**src/rtl/spi_master_arbiter_if.sv**
```systemverilog
// Client-side request/grant bus between the on-chip requesters and spi_master_arbiter.
// The requesters drive req/tx_data through the master modport; the arbiter uses the slave modport.
interface spi_master_arbiter_if #(
  parameter int NUM_REQ = 4
) ();
  logic [NUM_REQ-1:0]   req;
  logic [8*NUM_REQ-1:0] tx_data;
  logic [NUM_REQ-1:0]   grant;
  logic [NUM_REQ-1:0]   done;
  logic [7:0]           rx_data;
  logic                 busy;

  modport master (
    output req,
    output tx_data,
    input  grant,
    input  done,
    input  rx_data,
    input  busy
  );

  modport slave (
    input  req,
    input  tx_data,
    output grant,
    output done,
    output rx_data,
    output busy
  );
endinterface

```
**src/rtl/spi_master_arbiter.sv**
```systemverilog
// SPI mode-0 master shared by NUM_REQ requesters: one 8-bit transfer per grant, all outputs registered.
// Build option SPI_ARB_ROUND_ROBIN_EN selects round-robin arbitration; otherwise fixed priority (lowest index).
module spi_master_arbiter #(
  parameter int NUM_REQ = 4,
  parameter int CLK_DIV = 4,
  parameter int CS_GAP  = 2
) (
  input  logic                clk,
  input  logic                reset,
  spi_master_arbiter_if.slave bus,
  output logic                SCLK,
  output logic                CS,
  output logic                MOSI,
  input  logic                MISO
);

  typedef enum logic [2:0] {
    ST_IDLE  = 3'd0,
    ST_SETUP = 3'd1,
    ST_SHIFT = 3'd2,
    ST_HOLD  = 3'd3,
    ST_DONE  = 3'd4,
    ST_GAP   = 3'd5
  } state_e;

  localparam logic [15:0] DIV_LAST  = 16'(CLK_DIV - 1);
  localparam logic [15:0] GAP_LAST  = (CS_GAP > 0) ? 16'(CS_GAP - 1) : 16'd0;
  // SHIFT walks 15 half-phases: even = SCLK high (bits 0..7), odd = low phase after bits 0..6.
  localparam logic [3:0]  LAST_HALF = 4'd14;

  state_e             state_q, state_d;
  logic [15:0]        div_q, div_d;
  logic [15:0]        gap_q, gap_d;
  logic [3:0]         half_q, half_d;
  logic [7:0]         tx_sh_q, tx_sh_d;
  logic [7:0]         rx_sh_q, rx_sh_d;
  logic [NUM_REQ-1:0] grant_q, grant_d;
  logic [NUM_REQ-1:0] done_q, done_d;
  logic [7:0]         rx_data_q, rx_data_d;
  logic               busy_q, busy_d;
  logic               sclk_q, sclk_d;
  logic               cs_q, cs_d;
  logic               mosi_q, mosi_d;

  logic [NUM_REQ-1:0] win_oh_s;
  logic               found_s;
  logic [7:0]         win_tx_s;

`ifdef SPI_ARB_ROUND_ROBIN_EN
  logic [2:0] ptr_q, ptr_d;

  function automatic int rr_pos(input logic [2:0] ptr, input int ofs);
    int p;
    p = int'(ptr) + ofs;
    if (p >= NUM_REQ) begin
      p = p - NUM_REQ;
    end else begin
      p = p;
    end
    return p;
  endfunction

  function automatic logic [2:0] next_ptr(input logic [NUM_REQ-1:0] oh);
    logic [2:0] p;
    p = 3'd0;
    for (int j = 0; j < NUM_REQ; j++) begin
      if (oh[j]) begin
        p = (j + 1 >= NUM_REQ) ? 3'd0 : 3'(j + 1);
      end else begin
        p = p;
      end
    end
    return p;
  endfunction

  // Round-robin search starting at the pointer (last winner + 1).
  always_comb begin
    win_oh_s = '0;
    found_s  = 1'b0;
    for (int i = 0; i < NUM_REQ; i++) begin
      for (int j = 0; j < NUM_REQ; j++) begin
        if (!found_s && bus.req[j] && (j == rr_pos(ptr_q, i))) begin
          win_oh_s[j] = 1'b1;
          found_s     = 1'b1;
        end else begin
          found_s = found_s;
        end
      end
    end
  end

  // Pointer advances only on a grant.
  always_comb begin
    if ((state_q == ST_IDLE) && found_s) begin
      ptr_d = next_ptr(win_oh_s);
    end else begin
      ptr_d = ptr_q;
    end
  end

  // Arbitration pointer register.
  always_ff @(posedge clk) begin
    if (reset) begin
      ptr_q <= 3'd0;
    end else begin
      ptr_q <= ptr_d;
    end
  end
`else
  // Fixed priority: lowest active index wins.
  always_comb begin
    win_oh_s = '0;
    found_s  = 1'b0;
    for (int j = 0; j < NUM_REQ; j++) begin
      if (!found_s && bus.req[j]) begin
        win_oh_s[j] = 1'b1;
        found_s     = 1'b1;
      end else begin
        win_oh_s[j] = 1'b0;
      end
    end
  end
`endif

  // Winner's transmit byte.
  always_comb begin
    win_tx_s = 8'h00;
    for (int j = 0; j < NUM_REQ; j++) begin
      if (win_oh_s[j]) begin
        win_tx_s = bus.tx_data[8*j +: 8];
      end else begin
        win_tx_s = win_tx_s;
      end
    end
  end

  // Next state and next registered outputs.
  always_comb begin
    state_d   = state_q;
    div_d     = div_q;
    gap_d     = gap_q;
    half_d    = half_q;
    tx_sh_d   = tx_sh_q;
    rx_sh_d   = rx_sh_q;
    grant_d   = grant_q;
    done_d    = '0;
    rx_data_d = rx_data_q;
    busy_d    = busy_q;
    sclk_d    = sclk_q;
    cs_d      = cs_q;
    mosi_d    = mosi_q;
    case (state_q)
      ST_IDLE: begin
        if (found_s) begin
          state_d = ST_SETUP;
          grant_d = win_oh_s;
          tx_sh_d = win_tx_s;
          rx_sh_d = 8'h00;
          mosi_d  = win_tx_s[7];
          cs_d    = 1'b0;
          sclk_d  = 1'b0;
          busy_d  = 1'b1;
          div_d   = 16'd0;
        end else begin
          state_d = ST_IDLE;
        end
      end
      ST_SETUP: begin
        if (div_q == DIV_LAST) begin
          state_d = ST_SHIFT;
          div_d   = 16'd0;
          half_d  = 4'd0;
          sclk_d  = 1'b1;
          rx_sh_d = {rx_sh_q[6:0], MISO};
        end else begin
          div_d = div_q + 16'd1;
        end
      end
      ST_SHIFT: begin
        if (div_q == DIV_LAST) begin
          div_d = 16'd0;
          if (half_q == LAST_HALF) begin
            state_d = ST_HOLD;
            sclk_d  = 1'b0;
          end else if (!half_q[0]) begin
            // Falling edge: present the next bit; rotating keeps it at position 6.
            sclk_d  = 1'b0;
            half_d  = half_q + 4'd1;
            mosi_d  = tx_sh_q[6];
            tx_sh_d = {tx_sh_q[6:0], tx_sh_q[7]};
          end else begin
            sclk_d  = 1'b1;
            half_d  = half_q + 4'd1;
            rx_sh_d = {rx_sh_q[6:0], MISO};
          end
        end else begin
          div_d = div_q + 16'd1;
        end
      end
      ST_HOLD: begin
        if (div_q == DIV_LAST) begin
          state_d   = ST_DONE;
          div_d     = 16'd0;
          cs_d      = 1'b1;
          rx_data_d = rx_sh_q;
          done_d    = grant_q;
          grant_d   = '0;
        end else begin
          div_d = div_q + 16'd1;
        end
      end
      ST_DONE: begin
        gap_d = 16'd0;
        if (CS_GAP == 0) begin
          state_d = ST_IDLE;
          busy_d  = 1'b0;
        end else begin
          state_d = ST_GAP;
        end
      end
      ST_GAP: begin
        if (gap_q == GAP_LAST) begin
          state_d = ST_IDLE;
          busy_d  = 1'b0;
        end else begin
          gap_d = gap_q + 16'd1;
        end
      end
      default: begin
        state_d = ST_IDLE;
        grant_d = '0;
        cs_d    = 1'b1;
        sclk_d  = 1'b0;
        busy_d  = 1'b0;
      end
    endcase
  end

  // State and output registers.
  always_ff @(posedge clk) begin
    if (reset) begin
      state_q   <= ST_IDLE;
      div_q     <= 16'd0;
      gap_q     <= 16'd0;
      half_q    <= 4'd0;
      tx_sh_q   <= 8'h00;
      rx_sh_q   <= 8'h00;
      grant_q   <= '0;
      done_q    <= '0;
      rx_data_q <= 8'h00;
      busy_q    <= 1'b0;
      sclk_q    <= 1'b0;
      cs_q      <= 1'b1;
      mosi_q    <= 1'b0;
    end else begin
      state_q   <= state_d;
      div_q     <= div_d;
      gap_q     <= gap_d;
      half_q    <= half_d;
      tx_sh_q   <= tx_sh_d;
      rx_sh_q   <= rx_sh_d;
      grant_q   <= grant_d;
      done_q    <= done_d;
      rx_data_q <= rx_data_d;
      busy_q    <= busy_d;
      sclk_q    <= sclk_d;
      cs_q      <= cs_d;
      mosi_q    <= mosi_d;
    end
  end

  assign bus.grant   = grant_q;
  assign bus.done    = done_q;
  assign bus.rx_data = rx_data_q;
  assign bus.busy    = busy_q;
  assign SCLK        = sclk_q;
  assign CS          = cs_q;
  assign MOSI        = mosi_q;

endmodule

```
**src/flat_wrapper.sv**
```systemverilog
// flat-port wrapper written by rule: the top's interface ports become plain ports
module spi_master_arbiter_flat 
#(
  parameter int NUM_REQ = 4,
  parameter int CLK_DIV = 4,
  parameter int CS_GAP  = 2
)
  (clk, reset, SCLK, CS, MOSI, MISO, bus_req, bus_tx_data, bus_grant, bus_done, bus_rx_data, bus_busy);
  spi_master_arbiter_if #(.NUM_REQ(NUM_REQ)) bus_i ();
  input  logic clk;
  input  logic reset;
  output logic SCLK;
  output logic CS;
  output logic MOSI;
  input  logic MISO;
  input wire logic [$bits(bus_i.req)-1:0] bus_req;
  input wire logic [$bits(bus_i.tx_data)-1:0] bus_tx_data;
  output wire logic [$bits(bus_i.grant)-1:0] bus_grant;
  output wire logic [$bits(bus_i.done)-1:0] bus_done;
  output wire logic [$bits(bus_i.rx_data)-1:0] bus_rx_data;
  output wire logic [$bits(bus_i.busy)-1:0] bus_busy;
  assign bus_i.req = bus_req;
  assign bus_i.tx_data = bus_tx_data;
  assign bus_grant = bus_i.grant;
  assign bus_done = bus_i.done;
  assign bus_rx_data = bus_i.rx_data;
  assign bus_busy = bus_i.busy;
  spi_master_arbiter #(.NUM_REQ(NUM_REQ), .CLK_DIV(CLK_DIV), .CS_GAP(CS_GAP)) u_core (.clk(clk), .reset(reset), .bus(bus_i), .SCLK(SCLK), .CS(CS), .MOSI(MOSI), .MISO(MISO));
endmodule
```
**config.mk**
```make
export PLATFORM = sky130hd
export DESIGN_NAME = spi_master_arbiter_flat
export DESIGN_NICKNAME = d
export VERILOG_FILES = /design/src/rtl/spi_master_arbiter_if.sv /design/src/rtl/spi_master_arbiter.sv /design/src/flat_wrapper.sv
export SDC_FILE = /design/constraint.sdc
export NUM_CORES = 1
export LEC_CHECK = 0
export ABC_AREA = 1
export ABC_CLOCK_PERIOD_IN_PS = 3000
export CAP_MARGIN = 10
export CELL_PAD_IN_SITES_DETAIL_PLACEMENT = 2
export CELL_PAD_IN_SITES_GLOBAL_PLACEMENT = 2
export CORE_AREA = 2 2 136 105
export CTS_CLUSTER_DIAMETER = 200
export DETAILED_ROUTE_END_ITERATION = 7
export DIE_AREA = 0 0 138 107
export PLACE_DENSITY_LB_ADDON = 0.1
export SYNTH_ARGS = -nofsm -noshare
export SYNTH_HDL_FRONTEND = slang
export SYNTH_SLANG_ARGS = --single-unit
```
**constraint.sdc**
```tcl
create_clock -name clk -period 3 [get_ports clk]
set_input_delay 0.9 -clock clk [delete_from_list [all_inputs] [get_ports clk]]
set_output_delay 0.9 -clock clk [all_outputs]
set_load 0.02 [all_outputs]
```
==> flow_summary.yaml <==
critical_path:
  worst_path_max_delay_cell: "clkdlybuf4s50_1"
  slowest_delay_ns: 0.48
  critPathMaxFanout: 10
  crit_type: "input pin to flip-flop"
  crit_path_start_kind: "input pin"
  crit_arrival_ns: 2.61
  path_cells: "clkdlybuf4s50_1 > buf_4 > nor2_2 > nand2_1 > nand3_1 > nor2_1 > nor2_1 > nand3_1 > a21oi_1"
  critPathBufInv: 2
  required_ns: 3.27
  r2r_slack_ns: 0.82
  path_delay_family: "simple AND/OR/NAND/NOR gates"
  crit_cells: 9
  critPathCaptureType: "flip-flop"
  r2r_cells: 9
floorplanning:
  dieArea_sq_um: 14770
  die_h_um: 107
  ioPinCount: 59
  coreArea_sq_um: 13430
  die_x_um: 138
  rows: 37
  initial_core_util_pct: 31.33
global_route:
  grt_pass1_wl_um: 24660
  grt_use_total_pct: 20.61
  antenna_found_initial: 0
  grt_overflow: 0
  grt_max_degree: 24
  first_global_vias: 4811
yosys:
  synth_nets: 700
  ys_types: 35
  synthAdderAreaFrac_pct: 1.487
  synth_edf_count: 0
  mappedNetlistArea_sq_um: 4207
  synth_top_family_by_area: "simple AND/OR/NAND/NOR gates"
  syn_area_per_cell_sq_um: 6.412
  ys.flop_type: "dfxtp_1"
  synth_top_area_share_pct: 35.22
  yosysSeqAreaShare_pct: 35.22
  ys_top_cells_by_area: "dfxtp_1 35%, nand2_1 12%, nor2_1 10%"
  yosysWarningCount: 0
  synth_compound_area_share_pct: 10.32
  synthArstFlopShare_pct: 0
  syn_inst: 656
  synth_xor_area_share_pct: 0.6246
  synth_mux_area_share_pct: 0
  synth-simple-area-share_pct: 42.47
  synth_area_leader_cell: "dfxtp_1"
  synth.ff_latch_count: 74
sta:
  max_freq_mhz: 426.5
  setup_ws_ns: 0.6555
  rsz0062_at_grt: "false"
  fin_crit_sh_pct: 78.15
  worst_pin_slew_ns: 0.6022
  hold_viol: 0
  maxSlewViolCount: 0
  setup_viol: 0
  slew-limit-headroom_pct: 59.55
  fin_setup_tns_ns: 0
  min_period_ns: 2.345
  fin_skew_ns: 0.009777
route:
  wl_per_cell_um: 16.61
  drc: 0
  postRouteAntennaNets: 0
  dr.pass1.iters: 4
  dr_total_vias: 4473
  wirelength_um: 14850
  viasPerCell: 5.003
  first_iter_violations: 140
finish:
  antenna_cells: 0
  fin_nets: 758
  drive_above_1_share_pct: 8.345
  area_growth_pct: 24.72
  fillers: 1638
  stdcell_area_sq_um: 5246
pwr:
  vdd_drop_max_mv: 0.2927
  clkPwrFrac_pct: 27.4
  cellLeakagePower_uw: 0.002142
  power_uw: 3828
  power_density_nw_per_um2: 729.7
  p_seq_share_pct: 32.3
  p_int_uw: 2223
  swShare_pct: 41.92
  combPwrFrac_pct: 40.3
  p_switching_uw: 1605
clocking:
  hold_buffers: 0
  clkTransAtPathRegs_ns: 0.06
  cts_resized: 0
  insertion_delay_ns: 0.35
  cts-root-buf: "clkbuf_16"
  numCtsBuffers: 9
  post_cts_buffers: 0
  htree_levels: 3
  cts_tree: "done"
  clock_path_buffers: 2
  cts_sinks: 74
placement:
  dp_hpwl_um: 11020
  place_area_sq_um: 4964
  port_buffers: 58
  pre_cts_ws_ns: 0.3514
  place.gp.congestion: 0.8062
worst_hold_path:
  hold_class: "flip-flop to flip-flop"
  min_path_cells: 2
flow_run:
  maxCapViolations: 0
status:
  status: "complete, no violations"
power groups by stage:
| stage | registers (uW) | logic, uW | clock network (uW) |
|---|---|---|---|
| 3_5_place_dp | 1250 | 1540 | 0 |
| 5_1_grt | 1250 | 1740 | 1120 |
| 6_report | 1240 | 1540 | 1050 |
| 2_1_floorplan | 1240 | 1140 | 0 |
| 3_3_place_gp | 1250 | 1460 | 0 |
| 4_1_cts | 1240 | 1570 | 1080 |
stage by stage:
| step | std cells | utilization (%) | hold WS, ns |
|---|---|---|---|
| 2_1_floorplan | 656 | - | 0.4457 |
| 3_3_place_gp | 878 | 36.97 | 0.4325 |
| 3_5_place_dp | 878 | 36.97 | 0.4428 |
| 4_1_cts | 894 | 39.08 | 0.4511 |
| 5_1_grt | 894 | 39.08 | 0.4699 |
| 6_report | 894 | 39.08 | 0.4450 |
path summary, 6_finish.rpt:
kind / start / to
max: bus_req[0] / u_core.tx_sh_q[4]
min: u_core.bus.grant[1] / u_core.bus.done[1]
max reg2reg: u_core.state_q[2] / u_core.gap_q[9]
min reg2reg: u_core.bus.grant[1] / u_core.bus.done[1]
area by class of cell:
cell class / count / area [sq um] / share of cell area, %
clock buffer: 12 / 256.5 / 4.889
inverter: 76 / 285.3 / 5.438
clock inverter: 4 / 26.28 / 0.5008
tap: 175 / 219.0 / 4.174
timing repair buffer: 68 / 668.1 / 12.74
multi-input combinational: 485 / 2310 / 44.03
sequential: 74 / 1481 / 28.24
cell usage in the layout (no fill, tap or decap), types with 2 or more instances in the layout:
cell type,netlist,final
nand2_1,140,140
nor2_1,115,115
nand3_1,75,75
dfxtp_1,74,74
inv_1,69,69
clkdlybuf4s50_1,0,58
a21oi_1,55,55
nand4_1,24,24
o21ai_0,18,18
nor3_1,11,11
nand2_2,11,11
clkbuf_16,0,9
buf_4,2,9
inv_2,7,7
nor2_4,5,5
ha_1,5,5
nor2_2,3,3
o21ai_1,3,3
xor2_1,3,3
nand3_2,2,2
and2_1,2,2
o21a_1,2,2
clkinv_2,0,2
clkbuf_8,0,2
synth_stat cells (7+ instances only):
library cell and number:
o21ai_0 18, nand4_1 24, nand3_1 75, a21oi_1 55
inv_1 69, nor3_1 11, inv_2 7, nor2_1 115
nand2_1 140, dfxtp_1 74, nand2_2 11, clkbuf_1 9
registers in the layout, indices dropped and copies added (netlist names):
register,cells
u_core.bus.grant,4
u_core.SCLK,1
u_core.div_q,16
u_core.MOSI,1
u_core.half_q,4
u_core.rx_sh_q,8
u_core.bus.busy,1
u_core.bus.rx_data,8
u_core.tx_sh_q,7
u_core.gap_q,16
u_core.CS,1
u_core.bus.done,4
u_core.state_q,3
layer usage:
metal / global-route usage (%) / vias to the layer above / part of all wire, %
met4: 3.280 / 0 / 0.63
met3: 5.047 / 6 / 3.6
met5: 0 / - / 0
met2: 35.29 / 66 / 47
met1: 26.91 / 2170 / 49
li1: - / 2231 / -
worst reg2reg max path, stage by stage (launching register included):
cell and delay [ns]:
dfxtp_1 0.64, nand3_1 0.26, inv_1 0.10, buf_4 0.20, nand2_2 0.28, nand2_2 0.30, nand2_1 0.11, nand2_1 0.07
nand2_1 0.05, nor2_1 0.11
cell families after synthesis:
kind of cell,after synthesis
XOR/XNOR,3
buffers and inverters,97
AO/OA/AOI/OAI,83
AND/OR/NAND/NOR,394
flip-flops,74
adder cells (fa/ha/maj),5
No activity file was read; power rests on OpenSTA's default activity.
